## config.mk

```make
export PLATFORM = sky130hd
export DESIGN_NAME = multiplier_seq_flat
export DESIGN_NICKNAME = d
export VERILOG_FILES = /design/src/rtl/multiplier_seq_pkg.sv /design/src/rtl/multiplier_seq_if.sv /design/src/rtl/multiplier_seq_mul_control.sv /design/src/rtl/multiplier_seq.sv /design/src/flat_wrapper.sv
export SDC_FILE = /design/constraint.sdc
export NUM_CORES = 1
export LEC_CHECK = 0
export CORE_ASPECT_RATIO = 0.9
export CORE_MARGIN = 8
export CORE_UTILIZATION = 57
export DETAILED_ROUTE_END_ITERATION = 10
export PLACE_DENSITY = 0.84
export SYNTH_ARGS = -nofsm -noshare
export SYNTH_HDL_FRONTEND = slang
export SYNTH_SLANG_ARGS = --single-unit
```

## constraint.sdc

```tcl
create_clock -name clk -period 4.6 [get_ports clk]
set_clock_uncertainty 0.15 [all_clocks]
set_input_delay 1.15 -clock clk [delete_from_list [all_inputs] [get_ports clk]]
set_output_delay 1.15 -clock clk [all_outputs]
set_load 0.03 [all_outputs]
```

## src/rtl/multiplier_seq_pkg.sv

```systemverilog
// Shared ALU definitions: data width, sequencer state encoding and
// the done/busy handshake common to the multiplier and divider.
package multiplier_seq_pkg;

    localparam int DATA_WIDTH = 16;

    typedef enum logic [1:0] {
        IDLE = 2'd0,
        RUN  = 2'd1,
        DONE = 2'd2
    } state_t;

    typedef struct packed {
        logic busy;
        logic done;
    } hs_t;

    // Handshake seen by ALU control once the sequencer sits in state s
    function automatic hs_t hs_of(state_t s);
        hs_t h;
        h.busy = (s != IDLE);
        h.done = (s == DONE);
        return h;
    endfunction

endpackage

```

## src/rtl/multiplier_seq_if.sv

```systemverilog
// Operand/result bundle between ALU control and the sequential
// multiplier, with the start/done handshake.
interface multiplier_seq_if
    import multiplier_seq_pkg::*;
#(
    parameter int WIDTH = DATA_WIDTH
);

    logic             start;
    logic [WIDTH-1:0] multiplicand;
    logic [WIDTH-1:0] multiplier;
    logic [WIDTH-1:0] product_hi;
    logic [WIDTH-1:0] product_lo;
    logic             busy;
    logic             done;
    logic             overflow;

    modport master (
        output start, multiplicand, multiplier,
        input  product_hi, product_lo, busy, done, overflow
    );

    modport slave (
        input  start, multiplicand, multiplier,
        output product_hi, product_lo, busy, done, overflow
    );

endinterface

```

## src/rtl/multiplier_seq_mul_control.sv

```systemverilog
// Multiplier sequencer: IDLE/RUN/DONE FSM and iteration counter,
// producing datapath strobes and the registered busy/done handshake.
module mul_control
    import multiplier_seq_pkg::*;
#(
    parameter int WIDTH = DATA_WIDTH
) (
    input  logic clk,
    input  logic reset_a,
    input  logic start,
    output logic load,
    output logic step,
    output logic commit,
    output logic busy,
    output logic done
);

    localparam int CW = (WIDTH > 1) ? $clog2(WIDTH) : 1;
    localparam logic [CW-1:0] LAST = CW'(WIDTH - 1);

    state_t        state;
    logic [CW-1:0] cnt;
    hs_t           hs;

    assign load   = (state == IDLE) && start;
    assign step   = (state == RUN);
    assign commit = step && (cnt == LAST);
    assign busy   = hs.busy;
    assign done   = hs.done;

    always_ff @(posedge clk) begin
        if (reset_a) begin
            state <= IDLE;
            cnt   <= '0;
            hs    <= hs_of(IDLE);
        end else begin
            unique case (state)
                IDLE: begin
                    if (start) begin
                        state <= RUN;
                        cnt   <= '0;
                        hs    <= hs_of(RUN);
                    end
                end
                RUN: begin
                    cnt <= cnt + 1'b1;
                    if (cnt == LAST) begin
                        state <= DONE;
                        hs    <= hs_of(DONE);
                    end
                end
                DONE: begin
                    state <= IDLE;
                    hs    <= hs_of(IDLE);
                end
                default: begin
                    state <= IDLE;
                    cnt   <= '0;
                    hs    <= hs_of(IDLE);
                end
            endcase
        end
    end

endmodule

```

## src/rtl/multiplier_seq.sv

```systemverilog
// Sequential unsigned shift-and-add multiplier: one partial product
// per clock, 2*WIDTH-bit result with overflow when the high word is set.
module multiplier_seq
    import multiplier_seq_pkg::*;
#(
    parameter int WIDTH = DATA_WIDTH
) (
    input  logic clk,
    input  logic reset_a,
    multiplier_seq_if.slave bus
);

    logic load;
    logic step;
    logic commit;

    logic [WIDTH-1:0] mcand;
    logic [WIDTH-1:0] acc_hi;
    logic [WIDTH-1:0] acc_lo;
    logic             carry;
    logic [WIDTH-1:0] prod_hi;
    logic [WIDTH-1:0] prod_lo;
    logic             ovf;

    logic [WIDTH:0]   sum;
    logic [2*WIDTH:0] shifted;

    mul_control #(.WIDTH(WIDTH)) u_ctrl (
        .clk     (clk),
        .reset_a (reset_a),
        .start   (bus.start),
        .load    (load),
        .step    (step),
        .commit  (commit),
        .busy    (bus.busy),
        .done    (bus.done)
    );

    // Add the multiplicand when the multiplier LSB is set, then shift
    always_comb begin
        sum = {carry, acc_hi};
        if (acc_lo[0]) begin
            sum = {carry, acc_hi} + {1'b0, mcand};
        end
        shifted = {sum, acc_lo} >> 1;
    end

    always_ff @(posedge clk) begin
        if (reset_a) begin
            mcand   <= '0;
            acc_hi  <= '0;
            acc_lo  <= '0;
            carry   <= 1'b0;
            prod_hi <= '0;
            prod_lo <= '0;
            ovf     <= 1'b0;
        end else if (load) begin
            mcand  <= bus.multiplicand;
            acc_hi <= '0;
            acc_lo <= bus.multiplier;
            carry  <= 1'b0;
        end else if (step) begin
            carry  <= shifted[2*WIDTH];
            acc_hi <= shifted[2*WIDTH-1:WIDTH];
            acc_lo <= shifted[WIDTH-1:0];
            if (commit) begin
                prod_hi <= shifted[2*WIDTH-1:WIDTH];
                prod_lo <= shifted[WIDTH-1:0];
                ovf     <= |shifted[2*WIDTH-1:WIDTH];
            end
        end
    end

    assign bus.product_hi = prod_hi;
    assign bus.product_lo = prod_lo;
    assign bus.overflow   = ovf;

endmodule
```

## src/flat_wrapper.sv

```systemverilog
// flat-port wrapper written by rule: the top's interface ports become plain ports
module multiplier_seq_flat import multiplier_seq_pkg::*;
#(
    parameter int WIDTH = DATA_WIDTH
)
  (clk, reset_a, bus_start, bus_multiplicand, bus_multiplier, bus_product_hi, bus_product_lo, bus_busy, bus_done, bus_overflow);
  multiplier_seq_if #(.WIDTH(WIDTH)) bus_i ();
  input  logic clk;
  input  logic reset_a;
  input wire logic [$bits(bus_i.start)-1:0] bus_start;
  input wire logic [$bits(bus_i.multiplicand)-1:0] bus_multiplicand;
  input wire logic [$bits(bus_i.multiplier)-1:0] bus_multiplier;
  output wire logic [$bits(bus_i.product_hi)-1:0] bus_product_hi;
  output wire logic [$bits(bus_i.product_lo)-1:0] bus_product_lo;
  output wire logic [$bits(bus_i.busy)-1:0] bus_busy;
  output wire logic [$bits(bus_i.done)-1:0] bus_done;
  output wire logic [$bits(bus_i.overflow)-1:0] bus_overflow;
  assign bus_i.start = bus_start;
  assign bus_i.multiplicand = bus_multiplicand;
  assign bus_i.multiplier = bus_multiplier;
  assign bus_product_hi = bus_i.product_hi;
  assign bus_product_lo = bus_i.product_lo;
  assign bus_busy = bus_i.busy;
  assign bus_done = bus_i.done;
  assign bus_overflow = bus_i.overflow;
  multiplier_seq #(.WIDTH(WIDTH)) u_core (.clk(clk), .reset_a(reset_a), .bus(bus_i));
endmodule
```

# After elaboration in Yosys (flattened, before gate mapping)
# Index checks and enable logic that the tools add are counted.
[totals]
register_bits = 89
inputBits = 35
output_inout_bits = 35
[classes]
addsub = 2
n_eq_ne = 5
muxes = 11
bitwise = 2
reduce_logical = 9
[ops]
columns = ["op", "count"]
rows = [
  ["16-bit two-way mux", 2],
  ["16-bit by 16-bit adder with 17-bit output", 1],
  ["17-bit two-way mux", 1],
  ["16-bit OR reduction", 1],
  ["4-bit one-hot mux with 3 select lines", 1],
  ["2-bit two-way mux", 4],
  ["2-bit one-hot mux with 2 select lines", 2],
  ["4-bit by 1-bit adder with 4-bit output, second input constant", 1],
  ["4-bit equality test, second input constant", 1],
  ["4-bit two-way mux", 1],
  ["2-bit AND reduction", 2],
  ["3-bit AND reduction", 1],
  ["2-bit by 1-bit equality test with 1-bit output, second input constant", 1],
  ["2-bit equality test, second input constant", 1],
  ["1-bit logical AND", 2],
  ["2-bit zero test", 1],
  ["2-bit by 1-bit inequality test with 1-bit output, second input constant", 1],
  ["2-bit inequality test, second input constant", 1],
  ["1-bit inverter", 2],
  ["2-bit nonzero test", 1],
  ["2-bit OR reduction", 1],
]

# Depth between registers and ports, before layout
# Gate-level depths: netlist of run 1.
[logic_depth]
ltp_word = 4
mapped_depth = 10
depth_no_buf = 10

# Cells and area by module
# Synthesis of run 1 repeated with hierarchy kept, for this count alone.
[unflattened]
hier_cells = 527
hier_area_um2 = 4425.5
[modules_own_cells]
columns = ["module", "n_inst", "cells_per_inst", "area_each_um2", "seq_area_each_um2"]
rows = [
  ["multiplier_seq", 1, 492, 4098.9, 1621.6],
  ["mul_control", 1, 35, 326.6, 140.1],
]

# Least setup slack after synthesis of run 1
# Ideal clock, no wire load.
[synth_path]
path_kind = "reg-to-reg"
startpoint = "reg u_core.acc_hi[0]"
endpoint = "reg u_core.ovf (netlist: u_core.bus.overflow)"
arrival_time_ns = 2.425
slack_ns = 1.894
stages_incl_launch_ff = 11
period_less_slack_ns = 2.706
path_cell_list = "dfxtp_1 -> ha_1 -> fa_1 -> a21o_2 -> a21o_1 -> a221oi_1 -> and3_1 -> o2111ai_1 -> nor4_1 -> and4_1 -> a31oi_1"
[synth_between]
elab_chain_cells = 3
[synth_lines]
columns = ["item", "line", "rtl"]
rows = [
  ["start: declaration", "multiplier_seq.sv:18", "logic [WIDTH-1:0] acc_hi;"],
  ["start signal: assignment", "multiplier_seq.sv:64", "acc_hi <= shifted[2*WIDTH-1:WIDTH];"],
  ["16-bit by 16-bit adder with 17-bit output", "multiplier_seq.sv:43", "sum = {carry, acc_hi} + {1'b0, mcand};"],
  ["17-bit two-way mux", "multiplier_seq.sv:42", "if (acc_lo[0]) begin"],
  ["16-bit OR reduction", "multiplier_seq.sv:69", "ovf <= |shifted[2*WIDTH-1:WIDTH];"],
  ["end signal: assignment", "multiplier_seq.sv:69", ""],
  ["end: declaration", "multiplier_seq.sv:23", "logic ovf;"],
]
# No other way between the ends.
# A chain may end at the register's enable or synchronous reset.

# Final worst setup path of run 1
# Ends and elaborated chain as after synthesis.

==> results of run 1 <==
sequential cells by signal, indices dropped and copies added, names as in the netlist:
name / flops
u_core.acc_hi: 16
u_core.acc_lo: 16
u_core.bus.overflow: 1
u_core.bus.product_hi: 16
u_core.bus.product_lo: 16
u_core.mcand: 16
u_core.u_ctrl.busy: 1
u_core.u_ctrl.cnt: 4
u_core.u_ctrl.done: 1
u_core.u_ctrl.state: 1
per-stage QoR:
step | cells | util | hold slack [ns]
detailed placement | 644 | 0.691 | 0.295
CTS | 660 | 0.720 | 0.308
global route | 660 | 0.720 | 0.324
finish | 660 | 0.720 | 0.307
floorplan | 510 | - | 0.290
global placement | 644 | 0.691 | 0.293
logic make-up after synthesis:
family,Yosys count,synth area share
simple gates,188,0.191
compound gates,158,0.250
flops,88,0.419
buf+inv,36,0.0331
fa+ha+maj,18,0.0554
mux,12,0.0304
xor+xnor,10,0.0209
worst max-delay path: stages (launching register included):
cell	delay [ns]
dfxtp_1	0.33
ha_1	0.24
fa_1	0.44
a211oi_2	0.29
o211ai_2	0.18
and4b_1	0.25
nor3_2	0.30
o2111ai_1	0.17
nor4_1	0.23
and4_1	0.22
a31oi_1	0.08
area by class of cell:
class | instances | area (um^2)
clock buffer | 9 | 124
fill | 588 | 1990
inverter | 4 | 15.0
sequential | 88 | 1760
tap | 93 | 116
multi-input combinational | 386 | 2300
clock inverter | 7 | 87.6
timing repair buffer | 73 | 716
worst paths after layout:
path / endpoint / slack (ns)
max: u_core.bus.overflow$_SDFFE_PP0P_ / 1.58
min: u_core.bus.product_lo[14]$_SDFFE_PP0P_ / 0.31
max reg2reg: u_core.bus.overflow$_SDFFE_PP0P_ / 1.58
min reg2reg: u_core.bus.product_lo[14]$_SDFFE_PP0P_ / 0.31
power groups by stage:
stage               clock network (mW)  logic, mW  registers [mW]
finish                           0.567      0.234           0.821
global route                     0.601      0.257           0.825
CTS                              0.575      0.231           0.820
detailed placement                   0      0.230           0.838
global placement                     0      0.224           0.837
floorplan                            0      0.159           0.831
routing by layer:
layer	wire [um]	track usage	up-vias
li1	-	-	1936
met1	4930	0.280	1872
met2	5150	0.331	173
met3	883	0.0497	15
met4	138	0.0638	0
met5	0	0	-
cells in the final DEF (no fill, tap or decap), drive strengths merged, types with 5 or more instances in the layout:
master / netlist / layout
a21o: 6 / 6
clkdlybuf4s50: 0 / 68
inv: 2 / 6
ha: 17 / 17
mux2i: 9 / 9
o21ai: 14 / 14
nor2: 67 / 67
nor3: 8 / 8
nand2: 85 / 85
nand3: 7 / 7
dfxtp: 88 / 88
a21oi: 50 / 50
buf: 4 / 5
o22ai: 15 / 15
a211oi: 44 / 44
xnor2: 6 / 6
clkbuf: 28 / 9
==> impl_metrics.tcl, run 1 <==
set metrics [dict create \
    ir_worst_vdd_mv 0.345 \
    synth_edf_count 0 \
    gp_congestion 0.874 \
    stdcell_area_mm2 0.00512 \
    io_buffers 69 \
    reg2regPathDepth 10 \
    grt_max_degree 47 \
    clk_pin_slew_ns 0.10 \
    totalWireLength_mm 11.1 \
    clockRootBuffer "clkbuf_8" \
    cts_resized 0 \
    comb_power_share 0.144 \
    rsz0062_at_grt "false" \
    wl_per_cell_um 16.8 \
    synthCells 510 \
    critical_path_class "reg -> reg" \
    power_mw 1.62 \
    start_util 0.591 \
    cts.sinks 88 \
    synth_top_area_frac 0.419 \
    max_freq_mhz 331 \
    cts_max_level 3 \
    cp-end-kind "flop" \
    setup_violations 0 \
    outcome "finished clean" \
    vias_per_cell 6.05 \
    ant_nets 0 \
    cts_tree "built" \
    seq_area_frac_synth 0.419 \
    critical_path.startpoint "u_core.acc_hi[0]$_SDFFE_PP0P_" \
    clkPwrFrac 0.349 \
    async_flop_share 0 \
    postCtsHoldBufs 0 \
    power_leakage_nw 1.92 \
    vias 3996 \
    synth_top_area_cell "dfxtp_1" \
    power.switching_mw 0.467 \
    synth_cell_types 56 \
    dp_hpwl_mm 8.14 \
    yosysMostFrequentCell "dfxtp_1" \
    whs_path_depth 2 \
    die_area_mm2 0.0104 \
    clock_latency_ns 0.36 \
    tns_ns 0 \
    clock_path_buffers 2 \
    ys_ff_latch 88 \
    grt-ovfl-total 0 \
    cap_violations 0 \
    start_kind "flop" \
    boundaryPins 70 \
    chipWidth_um 106 \
    yosys_warnings 0 \
    cts_setup_buffers 0 \
    ys_top_cells_by_count "dfxtp_1, nand2_1, nor2_1" \
    chipHeight_um 97.4 \
    period_minus_slack_ns 3.02 \
    first_iter_violations 328 \
    post-place-ws_ns 1.39 \
    layout.nets 615 \
    first_global_vias 3783 \
    p_seq_frac 0.506 \
    n_antenna_cell 0 \
    drcViolationCount 0 \
    p_per_area_mw_per_mm2 317 \
    track_usage 0.211 \
    switching_share 0.288 \
    syn_area_per_cell_um2 8.24 \
    drive_gt1_frac 0.0564 \
    timing.final.ws_setup_ns 1.58 \
    syn_area_mm2 0.00420 \
    slew_headroom 0.259 \
    drt_first_pass_iters 4 \
    r2r_start "u_core.acc_hi[0]$_SDFFE_PP0P_" \
    hold_viol 0 \
    netlist_top_cells_area "dfxtp_1, a211oi_1, nand2_1, nor2_1, a21oi_1" \
    area_delta_synth_final_pct 22.0 \
    maxSlewViolCount 0 \
    numCtsBuffers 9 \
    min_from "u_core.bus.product_lo[14]$_SDFFE_PP0P_" \
    internal_power_mw 1.16 \
    grt_pass1_wl_mm 18.2 \
    worstPathRequired_ns 4.68 \
    cp.arrival_ns 3.10 \
    period_share 0.656 \
    hold_class "reg -> reg" \
    coreArea_mm2 0.00711 \
    antenna_found_initial 0 \
    post_dp_cell_area_mm2 0.00491 \
    tightest_slew_ns 1.11 \
    critPathMaxFanout 6 \
    ys.flop_type "dfxtp_1" \
    syn_nets 563 \
    rows 29 \
]
(Power assumes the default switching activity.)
==> run 2, diff against run 1 <==
--- a/config.mk
+++ b/config.mk
@@ -7,9 +7,9 @@
 export LEC_CHECK = 0
 export CORE_ASPECT_RATIO = 0.9
 export CORE_MARGIN = 8
-export CORE_UTILIZATION = 57
+export CORE_UTILIZATION = 53
 export DETAILED_ROUTE_END_ITERATION = 10
-export PLACE_DENSITY = 0.84
+export PLACE_DENSITY = 0.79
 export SYNTH_ARGS = -nofsm -noshare
 export SYNTH_HDL_FRONTEND = slang
 export SYNTH_SLANG_ARGS = --single-unit
==> constraint.sdc (replaced) <==
create_clock -name clk -period 2.9 [get_ports clk]
set_clock_uncertainty 0.15 [all_clocks]
set_input_delay 0.725 -clock clk [delete_from_list [all_inputs] [get_ports clk]]
set_output_delay 0.725 -clock clk [all_outputs]
set_load 0.03 [all_outputs]
==> impl_metrics.tcl, run 2 (synthesized netlist as in run 1, its figures left out) <==
set metrics [dict create \
    cts_max_level 3 \
    first_iter_violations 319 \
    drt_first_pass_iters 5 \
    area_delta_synth_final_pct 26.2 \
    coreArea_mm2 0.00762 \
    clk_pin_slew_ns 0.09 \
    layout.nets 632 \
    grt_pass1_wl_mm 18.6 \
    postCtsHoldBufs 0 \
    regArea_mm2 0.00176 \
    totalWireLength_mm 11.7 \
    reg2regPathDepth 10 \
    fillers 632 \
    drive_gt1_frac 0.0976 \
    period_share 0.974 \
    final_cell_mix "dfxtp_1, nand2_1, clkdlybuf4s50_1, nor2_1, a21oi_1" \
    setup_violations 0 \
    start_kind "flop" \
    place_inst 662 \
    boundaryPins 70 \
    cp.arrival_ns 2.91 \
    final_common_cell "dfxtp_1" \
    clock_path_buffers 2 \
    period_minus_slack_ns 2.82 \
    min_from "u_core.bus.product_lo[9]$_SDFFE_PP0P_" \
    critPathMaxFanout 6 \
    outcome "finished clean" \
    worstPathRequired_ns 2.99 \
    slew_headroom 0.622 \
    power_leakage_nw 2.00 \
    ir_worst_vdd_mv 0.371 \
    crit_chain "ha_4 > fa_2 > a211oi_2 > o211ai_2 > and4b_1 > nor3_4 > o2111ai_2 > nor4_1 > and4_1 > a31oi_1" \
    drcViolationCount 0 \
    tightest_slew_ns 0.565 \
    start_util 0.551 \
    p_per_area_mw_per_mm2 489 \
    hold_viol 0 \
    cap_violations 0 \
    vias_per_cell 5.96 \
    stdcell_area_mm2 0.00530 \
    critPathBufInv 0 \
    r2r-end "u_core.bus.overflow$_SDFFE_PP0P_" \
    slowest_stage "fa_2" \
    r2r_start "u_core.acc_hi[0]$_SDFFE_PP0P_" \
    cts.sinks 88 \
    post_dp_cell_area_mm2 0.00504 \
    io_buffers 69 \
    antenna_found_initial 0 \
    wl_per_cell_um 17.2 \
    hold_class "reg -> reg" \
    multi_input_area_mm2 0.00235 \
    grt-ovfl-total 0 \
    dp_hpwl_mm 8.22 \
    numCtsBuffers 9 \
    rows 30 \
    instances_no_fill 680 \
    whs_path_depth 2 \
    cp_top_family "simple AND/OR/NAND/NOR gates" \
    n_antenna_cell 0 \
    r2r_slack_ns 0.08 \
    grt_max_degree 73 \
    ant_nets 0 \
    vias 4056 \
    cts_tree "built" \
    cpPeakStageDelay_ns 0.40 \
    chipHeight_um 100 \
    max_freq_mhz 354 \
    critical_path_class "reg -> reg" \
    track_usage 0.213 \
    chipWidth_um 110 \
    clock_latency_ns 0.37 \
    gp_congestion 0.942 \
    die_area_mm2 0.0110 \
    first_global_vias 3773 \
    maxSlewViolCount 0 \
    rsz0062_at_grt "true" \
    whs_endpoint "u_core.bus.product_lo[9]$_SDFFE_PP0P_" \
    clockRootBuffer "clkbuf_8" \
    cp-end-kind "flop" \
]
## run 2: cell count changes in the layout (fill, tap and decap cells not counted), sizes merged
cell,change
buf,+17
clkinv,+1
inv,-1
## run 2: worst register-to-register path: cells and delay by family (launching register included)
family	cells	cell delay [ns]
compound gates	4	0.65
fa+ha+maj	2	0.57
flops	1	0.35
simple gates	4	0.96
## run 2: layer usage
| metal | wire [um] | share of wire | global-route usage | up-vias |
|---|---|---|---|---|
| li1 | - | - | - | 1963 |
| met3 | 881 | 0.075 | 0.0569 | 14 |
| met2 | 5300 | 0.45 | 0.322 | 145 |
| met4 | 162 | 0.014 | 0.0716 | 0 |
| met5 | 0 | 0 | 0 | - |
| met1 | 5380 | 0.46 | 0.283 | 1934 |
## run 2: cell type report
cell class / instances / area share
multi-input combinational: 386 / 0.443
sequential: 88 / 0.333
timing repair buffer: 90 / 0.161
clock buffer: 9 / 0.0234
tap: 96 / 0.0227
clock inverter: 7 / 0.0144
inverter: 4 / 0.00283
## run 2: how the worst max path moves through the flow
stage                                        startpoint                                to  slack, ns  cells past startpoint
after floorplan           u_core.acc_hi[0]$_SDFFE_PP0P_  u_core.bus.overflow$_SDFFE_PP0P_       0.19                     10
after global placement    u_core.acc_hi[0]$_SDFFE_PP0P_  u_core.bus.overflow$_SDFFE_PP0P_        0.1                     10
after detailed placement  u_core.acc_hi[0]$_SDFFE_PP0P_  u_core.bus.overflow$_SDFFE_PP0P_      0.001                     10
after CTS                 u_core.acc_hi[0]$_SDFFE_PP0P_  u_core.bus.overflow$_SDFFE_PP0P_       0.04                     10
after global routing      u_core.acc_hi[0]$_SDFFE_PP0P_  u_core.bus.overflow$_SDFFE_PP0P_      -0.06                     10
final                     u_core.acc_hi[0]$_SDFFE_PP0P_  u_core.bus.overflow$_SDFFE_PP0P_       0.08                     10
## run 2: report_power, final
group	internal (mW)	switching, mW	total, mW
Sequential	1.26	0.0444	1.30
Clock	0.406	0.477	0.882
Combinational	0.178	0.231	0.409
## run 2: through the flow
step	power [mW]	TNS [ns]	setup WS (ns)	util	hold WS [ns]
floorplan	1.57	0	0.194	-	0.290
CTS	2.59	0	0.0444	0.688	0.310
global route	2.70	-0.0628	-0.0628	0.696	0.324
detailed placement	1.72	0	0.000954	0.661	0.297
global placement	1.71	0	0.0967	0.661	0.293
finish	2.60	0	0.0760	0.696	0.308
## run 2: timing repair
action                                  4_1_cts  5_1_grt
setup buffers                                 0        2
endpoints found under the setup margin        1        4
pin swaps                                     0       11
resized for setup                             1        9
